<file path="src/rtl/mem_stage_if.sv">
// Shared pipeline bus types (package core) and the data-memory req/gnt/rvalid
// interface; mem_stage drives the master modport, the memory the slave side.
package core;

  typedef enum logic [3:0] {
    MEM_NOP,
    MEM_LB,
    MEM_LH,
    MEM_LW,
    MEM_LBU,
    MEM_LHU,
    MEM_SB,
    MEM_SH,
    MEM_SW
  } mem_op_t;

  typedef struct packed {
    logic [31:0] pc;
    logic [31:0] instr;
    logic [4:0]  rd;
    logic [31:0] rd_res;
    logic [31:0] rs2_data;
    mem_op_t     mem_op;
  } pipeline_bus_t;

endpackage

interface mem_stage_if #(
  parameter int ADDR_WIDTH = 32
);
  logic                  req;
  logic                  we;
  logic [ADDR_WIDTH-1:0] addr;
  logic [3:0]            be;
  logic [31:0]           wdata;
  logic                  gnt;
  logic                  rvalid;
  logic [31:0]           rdata;

  modport master (
    output req, we, addr, be, wdata,
    input  gnt, rvalid, rdata
  );

  modport slave (
    input  req, we, addr, be, wdata,
    output gnt, rvalid, rdata
  );
endinterface

</file>
<file path="src/rtl/mem_stage.sv">
// Pipeline memory-access stage: issues loads/stores over the mem_stage_if handshake.
// Optional misaligned-access trap enabled by defining MEM_MISALIGN_CHECK_EN.
module mem_stage
  import core::*;
#(
  parameter int TIMEOUT_CYCLES = 255,
  parameter int ADDR_WIDTH     = 32
) (
  input  logic          clk,
  input  logic          rst,
  input  pipeline_bus_t bus_i,
  output logic          stall_o,
  output pipeline_bus_t bus_o,
  output logic          valid_o,
  mem_stage_if.master   dmem,
  output logic          bus_err_o,
  output logic          misalign_o
);

  typedef enum logic [1:0] {IDLE, REQ, WAIT_RSP} state_t;

  state_t        state;
  pipeline_bus_t hold;
  pipeline_bus_t ret_zero;
  pipeline_bus_t ret_load;
  logic [31:0]   tmo_cnt;
  logic          timeout_hit;

  function automatic logic is_store(mem_op_t op);
    return op inside {MEM_SB, MEM_SH, MEM_SW};
  endfunction

  function automatic logic [3:0] lane_be(mem_op_t op, logic [1:0] a);
    case (op)
      MEM_LB, MEM_LBU, MEM_SB: lane_be = 4'b0001 << a;
      MEM_LH, MEM_LHU, MEM_SH: lane_be = 4'b0011 << {a[1], 1'b0};
      default:                 lane_be = 4'hF;
    endcase
  endfunction

  function automatic logic [31:0] store_data(mem_op_t op, logic [31:0] rs2);
    case (op)
      MEM_SB:  store_data = {4{rs2[7:0]}};
      MEM_SH:  store_data = {2{rs2[15:0]}};
      MEM_SW:  store_data = rs2;
      default: store_data = '0;
    endcase
  endfunction

  function automatic logic [31:0] load_value(mem_op_t op, logic [1:0] a, logic [31:0] d);
    logic [7:0]  b;
    logic [15:0] h;
    b = 8'(d >> {a, 3'b000});
    h = a[1] ? d[31:16] : d[15:0];
    case (op)
      MEM_LB:  load_value = {{24{b[7]}}, b};
      MEM_LBU: load_value = {24'h0, b};
      MEM_LH:  load_value = {{16{h[15]}}, h};
      MEM_LHU: load_value = {16'h0, h};
      default: load_value = d;
    endcase
  endfunction

`ifdef MEM_MISALIGN_CHECK_EN
  pipeline_bus_t in_zero;

  function automatic logic misaligned(mem_op_t op, logic [1:0] a);
    case (op)
      MEM_LH, MEM_LHU, MEM_SH: misaligned = a[0];
      MEM_LW, MEM_SW:          misaligned = (a != 2'b00);
      default:                 misaligned = 1'b0;
    endcase
  endfunction

  always_comb begin
    in_zero        = bus_i;
    in_zero.rd_res = '0;
  end
`else
  assign misalign_o = 1'b0;
`endif

  assign stall_o = (state != IDLE);

  // ">=" so an access granted exactly at the limit still times out in WAIT_RSP
  always_comb begin
    ret_zero        = hold;
    ret_zero.rd_res = '0;
    ret_load        = hold;
    ret_load.rd_res = load_value(hold.mem_op, hold.rd_res[1:0], dmem.rdata);
    timeout_hit     = (TIMEOUT_CYCLES != 0) && (tmo_cnt >= 32'(TIMEOUT_CYCLES - 1));
  end

  always_ff @(posedge clk) begin
    if (rst) begin
      state      <= IDLE;
      hold       <= '0;
      bus_o      <= '0;
      valid_o    <= 1'b0;
      dmem.req   <= 1'b0;
      dmem.we    <= 1'b0;
      dmem.addr  <= '0;
      dmem.be    <= '0;
      dmem.wdata <= '0;
      bus_err_o  <= 1'b0;
      tmo_cnt    <= '0;
`ifdef MEM_MISALIGN_CHECK_EN
      misalign_o <= 1'b0;
`endif
    end else begin
      valid_o   <= 1'b0;
      bus_err_o <= 1'b0;
`ifdef MEM_MISALIGN_CHECK_EN
      misalign_o <= 1'b0;
`endif
      case (state)
        IDLE: begin
          if (bus_i.mem_op == MEM_NOP) begin
            bus_o   <= bus_i;
            valid_o <= 1'b1;
          end
`ifdef MEM_MISALIGN_CHECK_EN
          else if (misaligned(bus_i.mem_op, bus_i.rd_res[1:0])) begin
            bus_o      <= in_zero;
            valid_o    <= 1'b1;
            misalign_o <= 1'b1;
          end
`endif
          else begin
            hold       <= bus_i;
            dmem.req   <= 1'b1;
            dmem.we    <= is_store(bus_i.mem_op);
            dmem.addr  <= {bus_i.rd_res[ADDR_WIDTH-1:2], 2'b00};
            dmem.be    <= lane_be(bus_i.mem_op, bus_i.rd_res[1:0]);
            dmem.wdata <= store_data(bus_i.mem_op, bus_i.rs2_data);
            tmo_cnt    <= '0;
            state      <= REQ;
          end
        end

        REQ: begin
          tmo_cnt <= tmo_cnt + 32'd1;
          if (dmem.gnt) begin
            dmem.req <= 1'b0;
            if (is_store(hold.mem_op)) begin
              bus_o   <= hold;
              valid_o <= 1'b1;
              state   <= IDLE;
            end else begin
              state <= WAIT_RSP;
            end
          end else if (timeout_hit) begin
            dmem.req  <= 1'b0;
            bus_err_o <= 1'b1;
            bus_o     <= ret_zero;
            valid_o   <= 1'b1;
            state     <= IDLE;
          end
        end

        WAIT_RSP: begin
          tmo_cnt <= tmo_cnt + 32'd1;
          if (dmem.rvalid) begin
            bus_o   <= ret_load;
            valid_o <= 1'b1;
            state   <= IDLE;
          end else if (timeout_hit) begin
            bus_err_o <= 1'b1;
            bus_o     <= ret_zero;
            valid_o   <= 1'b1;
            state     <= IDLE;
          end
        end

        default: state <= IDLE;
      endcase
    end
  end

endmodule
</file>
<file path="src/flat_wrapper.sv">
// flat-port wrapper written by rule: the top's interface ports become plain ports
module mem_stage_flat import core::*;
#(
  parameter int TIMEOUT_CYCLES = 255,
  parameter int ADDR_WIDTH     = 32
)
  (clk, rst, bus_i, stall_o, bus_o, valid_o, bus_err_o, misalign_o, dmem_req, dmem_we, dmem_addr, dmem_be, dmem_wdata, dmem_gnt, dmem_rvalid, dmem_rdata);
  mem_stage_if #(.ADDR_WIDTH(ADDR_WIDTH)) dmem_i ();
  input  logic clk;
  input  logic rst;
  input  pipeline_bus_t bus_i;
  output logic stall_o;
  output pipeline_bus_t bus_o;
  output logic valid_o;
  output logic bus_err_o;
  output logic misalign_o;
  output wire logic [$bits(dmem_i.req)-1:0] dmem_req;
  output wire logic [$bits(dmem_i.we)-1:0] dmem_we;
  output wire logic [$bits(dmem_i.addr)-1:0] dmem_addr;
  output wire logic [$bits(dmem_i.be)-1:0] dmem_be;
  output wire logic [$bits(dmem_i.wdata)-1:0] dmem_wdata;
  input wire logic [$bits(dmem_i.gnt)-1:0] dmem_gnt;
  input wire logic [$bits(dmem_i.rvalid)-1:0] dmem_rvalid;
  input wire logic [$bits(dmem_i.rdata)-1:0] dmem_rdata;
  assign dmem_req = dmem_i.req;
  assign dmem_we = dmem_i.we;
  assign dmem_addr = dmem_i.addr;
  assign dmem_be = dmem_i.be;
  assign dmem_wdata = dmem_i.wdata;
  assign dmem_i.gnt = dmem_gnt;
  assign dmem_i.rvalid = dmem_rvalid;
  assign dmem_i.rdata = dmem_rdata;
  mem_stage #(.TIMEOUT_CYCLES(TIMEOUT_CYCLES), .ADDR_WIDTH(ADDR_WIDTH)) u_core (.clk(clk), .rst(rst), .bus_i(bus_i), .stall_o(stall_o), .bus_o(bus_o), .valid_o(valid_o), .dmem(dmem_i), .bus_err_o(bus_err_o), .misalign_o(misalign_o));
endmodule
</file>
<file path="config.mk">
export PLATFORM = sky130hd
export DESIGN_NAME = mem_stage_flat
export DESIGN_NICKNAME = d
export VERILOG_FILES = /design/src/rtl/mem_stage_if.sv /design/src/rtl/mem_stage.sv /design/src/flat_wrapper.sv
export SDC_FILE = /design/constraint.sdc
export NUM_CORES = 1
export LEC_CHECK = 0
export CORE_MARGIN = 2
export CORE_UTILIZATION = 50
export DETAILED_ROUTE_END_ITERATION = 7
export GPL_ROUTABILITY_DRIVEN = 0
export HOLD_SLACK_MARGIN = 0.12
export PLACE_DENSITY = 0.82
export SYNTH_ARGS = -nofsm -noshare
export SYNTH_HDL_FRONTEND = slang
export SYNTH_SLANG_ARGS = --single-unit
</file>
<file path="constraint.sdc">
create_clock -name clk -period 3.6 [get_ports clk]
set_clock_uncertainty 0.1 [all_clocks]
set_input_delay 0.36 -clock clk [delete_from_list [all_inputs] [get_ports clk]]
set_output_delay 0.36 -clock clk [all_outputs]
set_load 0.01 [all_outputs]
</file>
==> summary.txt, run 1 <==
Yosys
  – Post-synthesis cell type count: 68
  – Post-synthesis cell count: 1690
  – Share of Yosys cell area claimed by the top area cell type: 47.6%
  – Yosys Warn Count: 0
  – Number of synthesized flops with an enable pin: 0
  – Mapped cell area: 0.0146 mm2
  – Synth async-reset ratio: 0%
  – Synth area leaders: dfxtp_1 (48%), nand2_1 (8.0%), a221o_1 (7.3%), a21oi_1 (5.3%), and3_1 (4.7%)
  – Main synth FF type: dfxtp_1
  – Post-synthesis area per instance: 8.66 um2
  – Register area share after synthesis: 47.6%
  – Yosys top cell by area: dfxtp_1
  – Flops & latches, synth: 348

GRT
  – Number of global-route vias before repair: 13.5k
  – First-pass GRT wire length: 74100 um
  – All-Layer GR Usage: 29.7%
  – Initial antenna violation count: 3
  – Global-route congestion overflow total: 0
  – Largest net degree at the start of global routing: 173

Cells and area
  – Fillers: 2241
  – Final net count: 2139
  – Multi-input logic area: 0.00676 mm2
  – Utilization after layout: 68.1%
  – Layout area overhead: 34.0%
  – Layout cells sized above 1: 5.85%
  – Fin area: 0.0196 mm2
  – Register Area: 0.00697 mm2

Floorplanning
  – Top-Level Pins: 384
  – Die H: 175 um
  – Cell Rows: 62
  – Die Footprint: 0.0307 mm2
  – Die width: 175 um
  – Core ar.: 0.0288 mm2
  – Initial Util: 50.8%

Placement
  – Setup WS pre-CTS: 0.519 ns
  – Detail Placement HPWL: 31100 um
  – Placed cell areas: 0.0184 mm2
  – I/O Buffers: 380

Route
  – DRC: 0
  – Vias post-DR: 14.3k
  – Routed len/inst: 20.1 um
  – Via-per-instance ratio: 6.04
  – Pre-antenna DRT Iters: 6
  – Detailed Route Iter0 Violations: 1422
  – Routed wire length: 47600 um
  – Final ANT Viol Nets: 0

STA
  – Final WS setup: 0.678 ns
  – Fin crit share: 81.2%
  – Crit path time final: 2.92 ns
  – Setup violators final: 0
  – Worst-Margin Slew: 1.14 ns
  – Hold slack final: 0.308 ns
  – FMAX: 342 MHz
  – Slew headroom: 23.7%
  – Final hold violation count: 0
  – Setup TNS: 0 ns
  – Unrepaired setup endpoints after global routing: false
  – Slew Viols, Final: 0

Worst setup path
  – Slowest stage delay, CP: 0.78 ns
  – Crit path buf inv count: 2
  – Crit Path Max Fanout: 92
  – Nature of the critical path startpoint: flop
  – Setup Crit Path Kind: reg -> reg
  – Kind of cell adding the most delay to the critical path: compound AO/OA/AOI/OAI gates
  – Worst EP arrival: 3.29 ns
  – Critical path endpoint category: flop
  – Crit-path cells: inv_1, ha_1, o41a_2, buf_4, o21a_1, a22oi_1, nor2_1
  – Required @ worst endpoint: 3.97 ns
  – Critical path's slowest cell: buf_4

CTS
  – Worst skew pair latency: 0.53 ns
  – Total CTS buffers: 38
  – H-tree levels: 2
  – Cts repair resizes: 0
  – # clock sinks: 348
  – Max clock buf depth: 3
  – Root buffer cell: clkbuf_16
  – CTS tree: done
  – Setup Buffers After CTS: 0
  – Worst-path clk slew: 0.06 ns

Status
  – Status: finished, final reports clean

Power
  – Ratio of total power to cell area: 569 mW/mm2
  – Clk pwr share: 34.3%
  – Sw frac: 29.8%
  – Power share of the combinational group: 24.3%
  – Sw Pwr: 3.32 mW
  – Leak: 7.64 nW
  – Flop pwr share: 41.4%
  – Peak VDD IR: 0.462 mV
  – Pint: 7.83 mW

Hold path
  – HP Class: in -> reg

Job
  – Max cap viols: 0
-- path summary, 6_finish.rpt --
path | startpoint | end | slack (ns) | cells after the start
setup / recovery | u_core.state[0] | u_core.dmem.wdata[0] | 0.68 | 7
hold / removal | bus_i[75] | u_core.hold[75] | 0.31 | 3
setup reg to reg | u_core.state[0] | u_core.dmem.wdata[0] | 0.68 | 7
hold reg to reg | u_core.hold[113] | u_core.hold[113] | 0.35 | 2
-- area by class of cell --
cell class,count,share of cell area [%]
Multi-Input combinational cell,1141,34.5
Tap cell,384,2.45
Clock buffer,53,5.60
Sequential cell,348,35.5
Antenna cell,3,0.0383
Inverter,20,0.383
Clock inverter,10,0.696
Timing Repair Buffer,411,20.8
-- metrics by stage --
stage | total power, mW | cells
global route | 11.6 | 2369
detailed placement | 7.37 | 2303
CTS | 11.2 | 2367
finish | 11.1 | 2370
floorplan | 6.09 | 1692
global placement | 7.30 | 2303
-- metal layers --
layer | track usage (%) | vias up | part of all wire, %
met5 | 0 | - | 0
met2 | 48.4 | 749 | 47
met4 | 14.0 | 0 | 4.7
met3 | 6.55 | 147 | 9.5
met1 | 37.4 | 6797 | 39
li1 | - | 6616 | -
-- kinds of logic (layout without fill, tap and decap cells) --
family	count (synthesis)	count (layout)	share of synthesized area, %
multiplexers	18	18	1.40
buffers and inverters	203	494	6.60
AND/OR/NAND/NOR	662	662	21.2
flip-flops	348	348	47.6
other	1	6	0.0256
XOR/XNOR	26	26	1.56
AO/OA/AOI/OAI	425	425	21.0
adder cells (fa/ha/maj)	7	7	0.581
-- cell usage in the layout, fill, tap and decap left out, types with 4 or more instances in the layout --
cell / Yosys / layout
o21bai_1: 4 / 4
ha_1: 6 / 6
nor2b_1: 6 / 6
a22oi_1: 34 / 34
nor4_1: 15 / 14
a221oi_1: 25 / 25
a31oi_1: 7 / 6
nand4b_1: 6 / 6
dfxtp_1: 348 / 348
and3_1: 110 / 110
nand3_1: 31 / 31
a222oi_1: 7 / 7
clkbuf_8: 0 / 7
and4_1: 4 / 4
xor2_1: 14 / 14
mux2_2: 10 / 10
nand4_1: 22 / 22
nand2_1: 311 / 311
a221o_1: 107 / 107
o221ai_1: 7 / 7
mux2i_1: 7 / 7
a21oi_1: 156 / 156
or3_1: 8 / 8
clkinv_2: 0 / 4
o211ai_1: 21 / 21
nor2_1: 95 / 94
clkbuf_1: 121 / 7
and2_1: 4 / 4
nor3_1: 31 / 31
o31ai_1: 4 / 4
o21ai_0: 29 / 28
clkbuf_16: 0 / 39
buf_4: 34 / 27
clkdlybuf4s50_1: 0 / 379
xnor2_1: 12 / 12
inv_1: 20 / 19
-- synthesized netlist by cell type (8+ instances only) --
master,instances
buf_4,34
nor2_1,95
buf_2,19
a21oi_1,156
inv_1,20
nand3_1,31
a22oi_1,34
nand2_1,311
nor4_1,15
xor2_1,14
dfxtp_1,348
a221oi_1,25
o21ai_0,29
mux2_2,10
or3_1,8
clkbuf_1,121
o211ai_1,21
nand4_1,22
xnor2_1,12
nor3_1,31
a221o_1,107
and3_1,110
-- power groups by stage --
stage          combinational [mW]  sequential (mW)  clock, mW
2_1_floorplan                1.35             4.74          0
3_3_place_gp                 2.63             4.66          0
3_5_place_dp                 2.68             4.68          0
4_1_cts                      2.70             4.61       3.89
5_1_grt                      2.92             4.66       4.03
6_report                     2.71             4.61       3.83
-- sequential cells by signal, summed over array words and instances (netlist names) --
signal and cells:
u_core.tmo_cnt 32, u_core.hold 137, u_core.bus_o 137, u_core.dmem.wdata 32, u_core.dmem.be 4, u_core.bus_err_o 1
u_core.dmem.we 1, u_core.state 2, u_core.valid_o 1, u_core.dmem.req 1
-- worst reg2reg max path, delay by kind of cell, from the launching register on --
kind	cells	cell delay [ns]
AO/OA/AOI/OAI	3	1.03
adder cells (fa/ha/maj)	1	0.42
buffers and inverters	2	0.88
flip-flops	1	0.33
AND/OR/NAND/NOR	1	0.12
-- what timing repair did --
action | in CTS | in global routing
setup endpoints to repair | 0 | 0
endpoints found under the hold margin | 8 | 0
hold buffers | 1 | 0
No activity file was read; power rests on OpenSTA's default activity.
==> run 2, diff against run 1 <==
--- a/config.mk
+++ b/config.mk
@@ -6,11 +6,11 @@
 export NUM_CORES = 1
 export LEC_CHECK = 0
 export CORE_MARGIN = 2
-export CORE_UTILIZATION = 50
+export CORE_UTILIZATION = 44
 export DETAILED_ROUTE_END_ITERATION = 7
 export GPL_ROUTABILITY_DRIVEN = 0
 export HOLD_SLACK_MARGIN = 0.12
-export PLACE_DENSITY = 0.82
+export PLACE_DENSITY = 0.76
 export SYNTH_ARGS = -nofsm -noshare
 export SYNTH_HDL_FRONTEND = slang
 export SYNTH_SLANG_ARGS = --single-unit
==> constraint.sdc (replaced) <==
create_clock -name clk -period 2.51 [get_ports clk]
set_clock_uncertainty 0.1 [all_clocks]
set_input_delay 0.251 -clock clk [delete_from_list [all_inputs] [get_ports clk]]
set_output_delay 0.251 -clock clk [all_outputs]
set_load 0.01 [all_outputs]
==> run 2 against run 1 <==
Net effect:
- wire length is 2.8% higher
- total power up 45%
- first-iteration DRC count shrank 13%
- clock power rose by 45%
- register-to-register slack lost 0.58 ns
- highest routed layer unchanged
==> summary.txt, run 2 (synthesis gave the netlist of run 1 again) <==
Status
  – Status: finished, final reports clean (unchanged)

Cells and area
  – Commonest cells after routing, fill and taps aside: clkdlybuf4s50_1 (378), dfxtp_1 (347), nand2_1 (311), a21oi_1 (156), and3_1 (110) (was clkdlybuf4s50_1 (379), dfxtp_1 (348), nand2_1 (311), a21oi_1 (156), and3_1 (110))
  – Final net count: 2192 (was 2139)
  – Commonest non-fill, non-tap cell in the layout: clkdlybuf4s50_1 (unchanged)
  – Fillers: 2713 (was 2241)
  – Fin area: 0.0203 mm2 (was 0.0196 mm2)
  – Register Area: 0.00697 mm2 (about the same)
  – Biggest regs: u_core.bus_o: 137 flops, u_core.hold: 137 flops (unchanged)
  – Multi-input logic area: 0.00680 mm2 (was 0.00676 mm2)
  – Layout cells sized above 1: 8.53% (was 5.85%)
  – Layout area overhead: 38.5% (was 34.0%)

CTS
  – Worst-path clk slew: 0.06 ns (about the same)
  – Max clock buf depth: 3 (unchanged)
  – Worst skew pair latency: 0.51 ns (was 0.53 ns)
  – # clock sinks: 348 (unchanged)
  – CTS tree: done (unchanged)
  – H-tree levels: 2 (unchanged)
  – Setup Buffers After CTS: 0 (unchanged)
  – Root buffer cell: clkbuf_16 (unchanged)
  – Total CTS buffers: 38 (unchanged)

Worst setup path
  – Setup Crit Path Kind: reg -> reg (unchanged)
  – Slowest stage delay, CP: 0.38 ns (was 0.78 ns)
  – Worst EP arrival: 2.69 ns (was 3.29 ns)
  – Crit-path cells: inv_1, ha_2, and2_1, buf_4, nand3_1, a31oi_2, or2_4, buf_12, a221o_1 (was inv_1, ha_1, o41a_2, buf_4, o21a_1, a22oi_1, nor2_1)
  – Nature of the critical path startpoint: flop (unchanged)
  – Critical path endpoint category: flop (unchanged)
  – Required @ worst endpoint: 2.80 ns (was 3.97 ns)
  – Critical path's slowest cell: dfxtp_1 (was buf_4)
  – Crit Path Max Fanout: 53 (was 92)

Power
  – Power Total: 16.2 mW (was 11.1 mW)
  – Ratio of total power to cell area: 799 mW/mm2 (was 569 mW/mm2)
  – Peak VDD IR: 0.697 mV (was 0.462 mV)
  – Leak: 7.96 nW (was 7.64 nW)

GRT
  – All-Layer GR Usage: 26.7% (was 29.7%)
  – Largest net degree at the start of global routing: 87 (was 173)
  – First-pass GRT wire length: 76300 um (was 74100 um)
  – Number of global-route vias before repair: 13.7k (was 13.5k)
  – Global-route congestion overflow total: 0 (unchanged)
  – Initial antenna violation count: 2 (was 3)

Placement
  – Detail Placement HPWL: 33500 um (was 31100 um)
  – Setup WS pre-CTS: -0.120 ns (was 0.519 ns)
  – I/O Buffers: 380 (unchanged)
  – Placed cell areas: 0.0190 mm2 (was 0.0184 mm2)

STA
  – FMAX: 415 MHz (was 342 MHz)
  – Crit path time final: 2.41 ns (was 2.92 ns)
  – Hold slack final: 0.209 ns (was 0.308 ns)
  – Setup TNS: 0 ns (unchanged)
  – Fin crit share: 95.9% (was 81.2%)
  – Unrepaired setup endpoints after global routing: false (unchanged)
  – Worst-Margin Slew: 1.19 ns (was 1.14 ns)
  – Setup violators final: 0 (unchanged)
  – Slew Viols, Final: 0 (unchanged)
  – Final hold violation count: 0 (unchanged)
  – Final WS setup: 0.103 ns (was 0.678 ns)
  – Slew headroom: 20.3% (was 23.7%)

Floorplanning
  – Initial Util: 44.9% (was 50.8%)
  – Cell Rows: 66 (was 62)
  – Die Footprint: 0.0347 mm2 (was 0.0307 mm2)
  – Die H: 186 um (was 175 um)
  – Die width: 186 um (was 175 um)
  – Core ar.: 0.0326 mm2 (was 0.0288 mm2)
  – Top-Level Pins: 384 (unchanged)

Route
  – Routed wire length: 48900 um (was 47600 um)
  – DRC: 0 (unchanged)
  – Detailed Route Iter0 Violations: 1242 (was 1422)
  – Via-per-instance ratio: 5.76 (was 6.04)
  – Routed len/inst: 19.7 um (was 20.1 um)
  – Final ANT Viol Nets: 0 (unchanged)
  – Vias post-DR: 14.3k (about the same)
  – Pre-antenna DRT Iters: 8 (was 6)

Job
  – Max cap viols: 0 (unchanged)

Hold path
  – HP Class: in -> reg (unchanged)
==> run 2: changes by cell type in the layout (fill, tap and decap cells not counted), moves of 2 or more <==
cell / change
buf_12: +12
nor4_1: -3
buf_4: +40
nor4_2: +2
clkinv_8: -3
clkbuf_1: +6
==> run 2: worst paths after layout <==
path	start	end	slack [ns]	cells past startpoint
max	u_core.state[1]	u_core.bus_o[99]	0.10	9
min	bus_i[83]	u_core.hold[83]	0.21	3
max reg2reg	u_core.state[1]	u_core.bus_o[99]	0.10	9
min reg2reg	u_core.hold[95]	u_core.hold[95]	0.35	2
==> run 2: power by group <==
part / internal, mW / switching [mW]
clock: 3.31 / 2.22
sequential: 6.20 / 0.411
combinational: 1.87 / 2.18
total: 11.4 / 4.81
==> run 2: per-stage QoR <==
stage,std cells,utilization [%]
finish,2485,62.1
global route,2485,62.1
CTS,2483,62.0
detailed placement,2414,58.2
global placement,2414,58.2
floorplan,1692,-
==> run 2: cell type report <==
class / instances / area share [%]
repair buffers: 464 / 22.9
inverters: 20 / 0.370
diodes: 2 / 0.0247
flip-flops and latches: 348 / 34.4
clock inverters: 8 / 0.494
clock buffers: 60 / 5.60
multi-input cells: 1141 / 33.5
well taps: 442 / 2.73
==> run 2: routing by layer <==
layer	global-route usage [%]	wire [um]
met3	6.96	4180
met5	0	0
met4	9.63	1530
met1	33.0	19800
met2	44.9	23500
==> run 2: critical path: cells and delay by family (launching register included) <==
kind            cells  cell delay, ns
buf+inv             3            0.47
compound gates      2            0.48
fa+ha+maj           1            0.23
simple gates        3            0.58
flops               1            0.38
==> run 2: timing repair <==
action                     CTS  global route
hold endpoints to repair     4             0
setup endpoints to repair    0           129
gates resized for setup      0             9
hold buffers                 1             0
==> run 3, diff against run 2 <==
--- a/config.mk
+++ b/config.mk
@@ -11,6 +11,7 @@
 export GPL_ROUTABILITY_DRIVEN = 0
 export HOLD_SLACK_MARGIN = 0.12
 export PLACE_DENSITY = 0.76
+export SLEW_MARGIN = 40
 export SYNTH_ARGS = -nofsm -noshare
 export SYNTH_HDL_FRONTEND = slang
 export SYNTH_SLANG_ARGS = --single-unit
==> run 3 against run 2 <==
Net effect:
- combinational power about the same
- sequential share of layout area hardly changed
- sequential cell count stayed put
- wire length grew 0.26%
- total power about the same
- worst hold slack worse by 0.0076 ns
- cell count did not move
- utilization up 0.069 points
- first-iteration DRC count increased by 3.9%
- clock power about the same
==> summary.txt, run 3 (synthesis gave the netlist of run 1 again) <==
Placement
  – I/O Buffers: 380 (unchanged)
  – Detail Placement HPWL: 33500 um (about the same)

CTS
  – CTS tree: done (unchanged)
  – Max clock buf depth: 3 (unchanged)
  – Setup Buffers After CTS: 0 (unchanged)
  – H-tree levels: 2 (unchanged)
  – Root buffer cell: clkbuf_16 (unchanged)
  – Worst skew pair latency: 0.52 ns (was 0.51 ns)
  – Total CTS buffers: 38 (unchanged)
  – # clock sinks: 348 (unchanged)
  – Worst-path clk slew: 0.06 ns (about the same)

STA
  – Fin crit share: 96.2% (was 95.9%)
  – Slew Viols, Final: 0 (unchanged)
  – Unrepaired setup endpoints after global routing: false (unchanged)
  – Crit path time final: 2.41 ns (about the same)
  – Setup violators final: 0 (unchanged)
  – Final hold violation count: 0 (unchanged)
  – Slew headroom: 47.9% (was 20.3%)
  – Hold slack final: 0.202 ns (was 0.209 ns)
  – FMAX: 414 MHz (was 415 MHz)
  – Worst-Margin Slew: 0.781 ns (was 1.19 ns)

Floorplanning
  – Die H: 186 um (unchanged)
  – Cell Rows: 66 (unchanged)
  – Initial Util: 44.9% (unchanged)
  – Top-Level Pins: 384 (unchanged)
  – Die Footprint: 0.0347 mm2 (unchanged)
  – Die width: 186 um (unchanged)
  – Core ar.: 0.0326 mm2 (unchanged)

Route
  – DRC: 0 (unchanged)
  – Routed wire length: 49000 um (was 48900 um)
  – Detailed Route Iter0 Violations: 1290 (was 1242)
  – Via-per-instance ratio: 5.81 (was 5.76)
  – Routed len/inst: 19.7 um (about the same)
  – Pre-antenna DRT Iters: 8 (unchanged)
  – Vias post-DR: 14.4k (was 14.3k)
  – Final ANT Viol Nets: 0 (unchanged)

Cells and area
  – Commonest non-fill, non-tap cell in the layout: clkdlybuf4s50_1 (unchanged)
  – Layout area overhead: 38.6% (was 38.5%)
  – Commonest cells after routing, fill and taps aside: clkdlybuf4s50_1 (378), dfxtp_1 (347), nand2_1 (311), a21oi_1 (156), and3_1 (110) (unchanged)
  – Layout cells sized above 1: 8.77% (was 8.53%)
  – Fillers: 2733 (was 2713)
  – Biggest regs: u_core.bus_o: 137 flops, u_core.hold: 137 flops (unchanged)
  – Final net count: 2192 (unchanged)
  – Utilization after layout: 62.2% (was 62.1%)

Worst setup path
  – Critical path's slowest cell: or4_1 (was dfxtp_1)
  – Nature of the critical path startpoint: flop (unchanged)
  – Crit Path Max Fanout: 4 (was 53)
  – Setup Crit Path Kind: reg -> reg (unchanged)
  – Slowest stage delay, CP: 0.50 ns (was 0.38 ns)
  – Worst EP arrival: 2.75 ns (was 2.69 ns)
  – Critical path endpoint category: flop (unchanged)
  – Required @ worst endpoint: 2.84 ns (was 2.80 ns)
  – Setup slack, reg-to-reg: 0.1 ns (was 0.10 ns)
  – Crit-path cells: nor4_4, nand4_1, buf_4, or3_1, or4_1, a31oi_1 (was inv_1, ha_2, and2_1, buf_4, nand3_1, a31oi_2, or2_4, buf_12, a221o_1)

GRT
  – Number of global-route vias before repair: 13.8k (was 13.7k)
  – Global-route congestion overflow total: 0 (unchanged)
  – Initial antenna violation count: 3 (was 2)
  – Largest net degree at the start of global routing: 87 (unchanged)
  – All-Layer GR Usage: 26.7% (about the same)
  – First-pass GRT wire length: 76000 um (was 76300 um)

Power
  – Peak VDD IR: 0.866 mV (was 0.697 mV)
  – Ratio of total power to cell area: 798 mW/mm2 (was 799 mW/mm2)
  – Power Total: 16.2 mW (about the same)
  – Leak: 7.98 nW (was 7.96 nW)

Job
  – Max cap viols: 0 (unchanged)

Status
  – Status: finished, final reports clean (unchanged)

Hold path
  – HP Class: in -> reg (unchanged)
[run 3: layout make-up]
type | count | area (um2) | area share [%]
clock inverters | 11 | 106 | 0.524
clock buffers | 56 | 1140 | 5.62
well taps | 442 | 553 | 2.73
repair buffers | 464 | 4630 | 22.8
multi-input cells | 1141 | 6810 | 33.6
flip-flops and latches | 348 | 6970 | 34.3
diodes | 3 | 7.51 | 0.0370
inverters | 20 | 75.1 | 0.370
[run 3: report_power, final]
group / total (mW) / internal [mW] / switching (mW)
Clock: 5.54 / 3.26 / 2.28
Combinational: 4.05 / 1.87 / 2.18
Sequential: 6.61 / 6.20 / 0.407
[run 3: critical path: cells and delay by family, from the launching register on]
kind / cells / cell delay (ns)
compound gates: 1 / 0.20
buf+inv: 1 / 0.21
flops: 1 / 0.36
simple gates: 4 / 1.46
[run 3: worst paths after layout]
check                      from                to  cells after the start
max reg2reg  u_core.tmo_cnt[21]   u_core.state[1]                      6
min reg2reg    u_core.hold[124]  u_core.hold[124]                      2
min                   bus_i[83]   u_core.hold[83]                      3
max          u_core.tmo_cnt[21]   u_core.state[1]                      6
[run 3: what timing repair did]
| item | in CTS | in global routing |
|---|---|---|
| endpoints found under the setup margin | 0 | 130 |
| hold endpoints to repair | 4 | 0 |
| hold buffers | 1 | 0 |
| gates resized for setup | 0 | 8 |
[run 3: layer usage]
metal | up-vias | track usage [%] | wire (um)
li1 | 6730 | - | -
met2 | 741 | 43.7 | 22800
met4 | 0 | 12.1 | 2220
met1 | 6827 | 32.6 | 19300
met5 | - | 0 | 0
met3 | 143 | 7.37 | 4670
[run 3: through the flow]
| stage | setup TNS (ns) | setup slack (ns) | cells | area (um2) |
|---|---|---|---|---|
| final | 0 | 0.0954 | 2485 | 20300 |
| after floorplan | 0 | 0.0967 | 1692 | 14600 |
| after CTS | 0 | 0.0256 | 2482 | 20200 |
| after detailed placement | -12.80 | -0.122 | 2414 | 19000 |
| after global routing | 0 | 0.000929 | 2485 | 20300 |
| after global placement | -7.38 | -0.0823 | 2414 | 19000 |
